**config.mk**
```make
export PLATFORM = sky130hd
export DESIGN_NAME = key_debounce_bank
export DESIGN_NICKNAME = d
export VERILOG_FILES = /design/src/rtl/key_debounce_bank.sv
export SDC_FILE = /design/constraint.sdc
export NUM_CORES = 1
export LEC_CHECK = 0
export CORE_MARGIN = 2
export CORE_UTILIZATION = 63
export DETAILED_ROUTE_END_ITERATION = 12
export HOLD_SLACK_MARGIN = 0.06
export MAX_ROUTING_LAYER = met4
export PLACE_DENSITY = 0.89
export SLEW_MARGIN = 30
export SYNTH_ARGS = -nofsm -noshare
export SYNTH_HDL_FRONTEND = slang
export SYNTH_SLANG_ARGS = --single-unit
```
**constraint.sdc**
```tcl
create_clock -name clk -period 9 [get_ports clk]
set_input_delay 1.35 -clock clk [delete_from_list [all_inputs] [get_ports clk]]
set_output_delay 1.35 -clock clk [all_outputs]
set_load 0.03 [all_outputs]
```
**src/rtl/key_debounce_bank.sv**
```systemverilog
// key_debounce_bank: per-channel two-flop synchroniser, stable-sample debouncer
// and press / release / long-press / auto-repeat pulse generator for panel keys.
module key_debounce_bank #(
  parameter int CHANNELS      = 4,
  parameter int STABLE_CYCLES = 10_000_000,
  parameter int LONG_CYCLES   = 100_000_000,
  parameter int REPEAT_CYCLES = 12_500_000,
  parameter int ACTIVE_LOW    = 1,
  parameter int CNT_W         = 27
) (
  input  logic                clk,
  input  logic                rst,
  input  logic [CHANNELS-1:0] key_in,
  output logic [CHANNELS-1:0] key_level,
  output logic [CHANNELS-1:0] key_press,
  output logic [CHANNELS-1:0] key_release,
  output logic [CHANNELS-1:0] key_long,
  output logic [CHANNELS-1:0] key_repeat
);

  typedef enum logic [1:0] {
    IDLE = 2'd0,
    HELD = 2'd1,
    LONG = 2'd2
  } holdState_t;

  // Pin level of a released key; synchronisers reset here so reset exit is edge-free.
  localparam logic             PIN_IDLE    = (ACTIVE_LOW != 0) ? 1'b1 : 1'b0;
  localparam logic [CNT_W-1:0] STABLE_LAST = CNT_W'(STABLE_CYCLES - 1);
  localparam logic [CNT_W-1:0] LONG_LAST   = CNT_W'(LONG_CYCLES - 1);
  localparam logic [CNT_W-1:0] REPEAT_LAST = CNT_W'(REPEAT_CYCLES - 1);
  localparam logic [CNT_W-1:0] CNT_ONE     = CNT_W'(1);

  for (genvar g = 0; g < CHANNELS; g++) begin : gChan
    logic             sync1R, sync2R, rawS;
    logic [CNT_W-1:0] debCntR, debCntS;
    logic             levelR, levelS, acceptS, riseS, fallS;
    holdState_t       stateR, stateS;
    logic [CNT_W-1:0] holdCntR, holdCntS;
    logic             pressR, relR, longR, rptR;
    logic             pressS, relS, longS, rptS;

    assign rawS = sync2R ^ PIN_IDLE;

    // Debounce: count consecutive samples that disagree with the accepted level.
    always_comb begin
      debCntS = '0;
      acceptS = 1'b0;
      if (rawS != levelR) begin
        if (debCntR >= STABLE_LAST) begin
          acceptS = 1'b1;
          debCntS = '0;
        end else begin
          debCntS = debCntR + CNT_ONE;
        end
      end else begin
        debCntS = '0;
      end
    end

    assign levelS = acceptS ? rawS : levelR;
    assign riseS  = acceptS & rawS;
    assign fallS  = acceptS & ~rawS;

    // Hold FSM: a falling level is checked first so release masks long/repeat.
    always_comb begin
      stateS   = stateR;
      holdCntS = '0;
      pressS   = 1'b0;
      relS     = 1'b0;
      longS    = 1'b0;
      rptS     = 1'b0;
      case (stateR)
        IDLE: begin
          if (riseS) begin
            pressS = 1'b1;
            stateS = HELD;
          end else begin
            stateS = IDLE;
          end
        end
        HELD: begin
          if (fallS) begin
            relS   = 1'b1;
            stateS = IDLE;
          end else if (holdCntR >= LONG_LAST) begin
            longS  = 1'b1;
            stateS = LONG;
          end else begin
            holdCntS = holdCntR + CNT_ONE;
          end
        end
        LONG: begin
          if (fallS) begin
            relS   = 1'b1;
            stateS = IDLE;
          end else if (holdCntR >= REPEAT_LAST) begin
            rptS = 1'b1;
          end else begin
            holdCntS = holdCntR + CNT_ONE;
          end
        end
        default: begin
          stateS = IDLE;
        end
      endcase
    end

    // Channel state and registered outputs.
    always_ff @(posedge clk or posedge rst) begin
      if (rst) begin
        sync1R   <= PIN_IDLE;
        sync2R   <= PIN_IDLE;
        debCntR  <= '0;
        levelR   <= 1'b0;
        stateR   <= IDLE;
        holdCntR <= '0;
        pressR   <= 1'b0;
        relR     <= 1'b0;
        longR    <= 1'b0;
        rptR     <= 1'b0;
      end else begin
        sync1R   <= key_in[g];
        sync2R   <= sync1R;
        debCntR  <= debCntS;
        levelR   <= levelS;
        stateR   <= stateS;
        holdCntR <= holdCntS;
        pressR   <= pressS;
        relR     <= relS;
        longR    <= longS;
        rptR     <= rptS;
      end
    end

    assign key_level[g]   = levelR;
    assign key_press[g]   = pressR;
    assign key_release[g] = relR;
    assign key_long[g]    = longR;
    assign key_repeat[g]  = rptR;
  end

endmodule

```
==> run_results.csv <==
group,metric,value,unit
worst_setup_path,setup.reg_to_reg.worst_slack,6230,ps
timing,final.min_clock_period,3080,ps
worst_setup_path,cp_data_required_time,7650,ps
timing,slew_viol_final,0,
worst_setup_path,worst-path-max-fanout,6,
grt,grt_max_degree,126,
timing,fin_setup_tns,0,ps
hold_path,worstHoldEndpoint,"gChan[1].sync2R",
floorplanning,floorplan.die.width,146,um
synthesis,number_of_synthesized_flops_with_an_enable_pin,0,
worst_setup_path,reg2reg_to,"gChan[2].debCntR[22]",
timing,achievable-frequency,324,MHz
drt,antenna_violating_nets_post_route,0,
clock_tree,number_of_buffers_created_by_cts,27,
synthesis,synth_cell_types,85,
synthesis,synth_most_common_cell,"nor2_1",
worst_setup_path,critical_path.reg2reg.startpoint,"gChan[2].debCntR[18]",
synthesis,synth.yosys.warnings,0,
grt,grt_pass1_wl,44.3,mm
pwr,power_density_relative_to_cell_area,169,nW/um2
place,dp.final_hpwl,16.2,mm
clock_tree,post-cts-setup-buffer-count,0,
worst_setup_path,critPathTopFamily,"buffers and inverters",
layout,fin_nets,1336,
floorplanning,initial_utilization,64.7,%
synthesis,share_of_yosys_cell_area_claimed_by_the_top_area_cell_type,48.0,%
layout,cell_area_after_layout,14000,um2
floorplanning,rows,51,
synthesis,ys_async_sr_fraction,100,%
synthesis,synth_area_leader_cell,"dfrtp_1",
worst_setup_path,critical_path.cell_chain,"clkdlybuf4s50_1",
clock_tree,cts_max_level,1,
layout,post_layout_nonfiller_instances,1593,
timing,fin_crit_sh,34.3,%
outcome,run_status,"complete, no violations",
drt,post_drt_via_cell_ratio,5.88,
worst_setup_path,critical_path_class,"flip-flop to output port",
floorplanning,core_area,19700,um2
hold_path,min-delay-path-class,"flip-flop to flip-flop",
drt,drc,0,
clock_tree,hold_buffers,0,
clock_tree,cts_tree,"done",
grt,grt_antenna_before_repair,0,
grt,grt.total_usage,25.2,%
synthesis,synth_cells,1292,
timing,tightest_slew,825,ps
drt,routed_wire_length_per_instance,15.9,um
run,maximum_capacitance_violations,0,
clock_tree,path_clk_slew,60,ps
worst_setup_path,worst-path-buf-inv,1,
place,dp_cells,1546,
timing,largest_clock_skew_in_the_final_design,18.7,ps
worst_setup_path,worst_r2r_path_depth,6,
layout,synth_to_final_area_change,9.88,%
synthesis,seq_area_frac_synth,49.7,%
synthesis,synth_area_leaders,"dfrtp_1, xor2_1, nor2_1",
drt,routed_vias,9365,
place,postPlaceCellArea,13100,um2
synthesis,synth_flop_cell,"dfrtp_1",
worst_setup_path,crit_path_top_delay_cell,"clkdlybuf4s50_1",
hold_path,instance_count_along_the_most_critical_hold_path,0,
synthesis,synth-seq-cells,252,
worst_setup_path,slowest_delay,740,ps
clock_tree,cts_resized,0,
pwr,worst_ir_drop_vdd,0.000169,V
drt,initial_drt_pass_iterations,5,
synthesis,netlist_area_pre_place,12700,um2
pwr,power.static_leakage,5.66,nW
worst_setup_path,timing.critical_path.arrival,1730,ps
layout,fillCellCount,1393,
drt,dr.first_iter.drc_count,928,
worst_setup_path,timing.critical_path.from_type,"flip-flop",
clock_tree,clock_insertion_delay_worst_skew,540,ps
floorplanning,die_area,21300,um2
floorplanning,num_io_pins,26,
floorplanning,die_h,146,um
clock_tree,cts_sinks,252,
timing,setup_violations,0,
synthesis,synthesis.area_per_instance,9.84,um2
hold_path,timing.hold.worst.start,"gChan[1].sync1R",
grt,vias_in_the_first_global_route,9473,
synthesis,synth.top_cells.by_count,"nor2_1, dfrtp_1, xor2_1",
layout,diodes,0,
layout,drive_gt1_share,7.08,%
grt,grt_overflow,0,
timing,grt_setup_unrepaired,"false",
worst_setup_path,worst_setup_path_end_kind,"output port",
timing,timing.final.hold_violations,0,
drt,postRouteWirelength,25.3,mm
place,globalplace.congestion,0.888,
timing,worst_slew_margin_rel,45.0,%
place,numPortBuffers,25,
clock_tree,cts-root-to-sink-buffers,3,
clock_tree,clk_root_buffer_cell,"clkbuf_16",
[power breakdown]
group / internal [mW] / switching [mW] / total (mW) / leakage (nW)
clock: 0.680 / 0.444 / 1.12 / 0.441
combinational: 0.0222 / 0.0576 / 0.0798 / 1.77
sequential: 1.15 / 0.00803 / 1.15 / 3.45
[cell usage in the layout (no fill, tap or decap), drive strengths merged, types with 5 or more instances in the layout]
master / instances
a2111oi: 7
a211oi: 7
a21oi: 15
and2: 25
and3: 35
and4: 23
clkbuf: 33
clkdlybuf4s50: 25
clkinv: 7
conb: 12
dfrtp: 244
dfstp: 8
ha: 20
inv: 34
nand2: 83
nand2b: 5
nand3: 74
nand4: 50
nor2: 266
nor3: 35
nor4: 10
nor4bb: 5
o211ai: 6
o21ai: 12
o31ai: 9
or2: 7
or3: 10
xnor2: 65
xor2: 120
[layout make-up]
type	instances	area, um2	share of cell area [%]
clock buffers	33	718	5.14
clock inverters	14	183	1.31
inverters	33	131	0.940
multi-input cells	968	6020	43.1
flip-flops and latches	252	6320	45.2
well taps	265	332	2.37
repair buffers	28	277	1.98
[per-layer routing]
metal / vias up / track usage [%] / wire [um]
li1: 4432 / - / -
met1: 4632 / 33.3 / 11100
met2: 233 / 40.9 / 12400
met3: 68 / 3.38 / 1000
met4: 0 / 8.06 / 749
met5: - / - / 0
[logic make-up after synthesis]
group / Yosys count / synth area share [%]
compound gates: 94 / 6.28
xor+xnor: 185 / 12.7
fa+ha+maj: 20 / 1.97
buf+inv: 83 / 3.51
flops: 252 / 49.7
mux: 3 / 0.256
other cells: 1 / 0.0295
simple gates: 654 / 25.6
[sequential cells by signal (all words and copies together), names as in the netlist]
signal and flops:
gChan.stateR 8, gChan.debCntR 108, gChan.longR 4, gChan.sync1R 4
gChan.levelR 4, gChan.pressR 4, gChan.sync2R 4, gChan.relR 4
gChan.holdCntR 108, gChan.rptR 4
[through the flow]
| step | worst slack, ps | hold slack, ps | power, mW | utilization [%] |
|---|---|---|---|---|
| 2_1_floorplan | 735 | 345 | 1.23 | - |
| 3_3_place_gp | 5500 | 346 | 1.25 | 66.4 |
| 3_5_place_dp | 5450 | 347 | 1.25 | 66.5 |
| 4_1_cts | 5910 | 355 | 2.38 | 71.1 |
| 5_1_grt | 5890 | 361 | 2.44 | 71.1 |
| 6_report | 5920 | 355 | 2.36 | 71.1 |
[worst max path at each step]
stage / slack, ps / startpoint / depth (start not counted) / endpoint
5_1_grt: 5890 / gChan[2].levelR / 1 / key_level[2]
3_3_place_gp: 5500 / rst / 3 / gChan[3].holdCntR[2]
2_1_floorplan: 730 / rst / 1 / gChan[0].debCntR[0]
3_5_place_dp: 5450 / rst / 3 / gChan[3].holdCntR[2]
4_1_cts: 5910 / gChan[2].levelR / 1 / key_level[2]
6_report: 5920 / gChan[2].levelR / 1 / key_level[2]
Note: power is estimated with default switching activity, not from simulation.
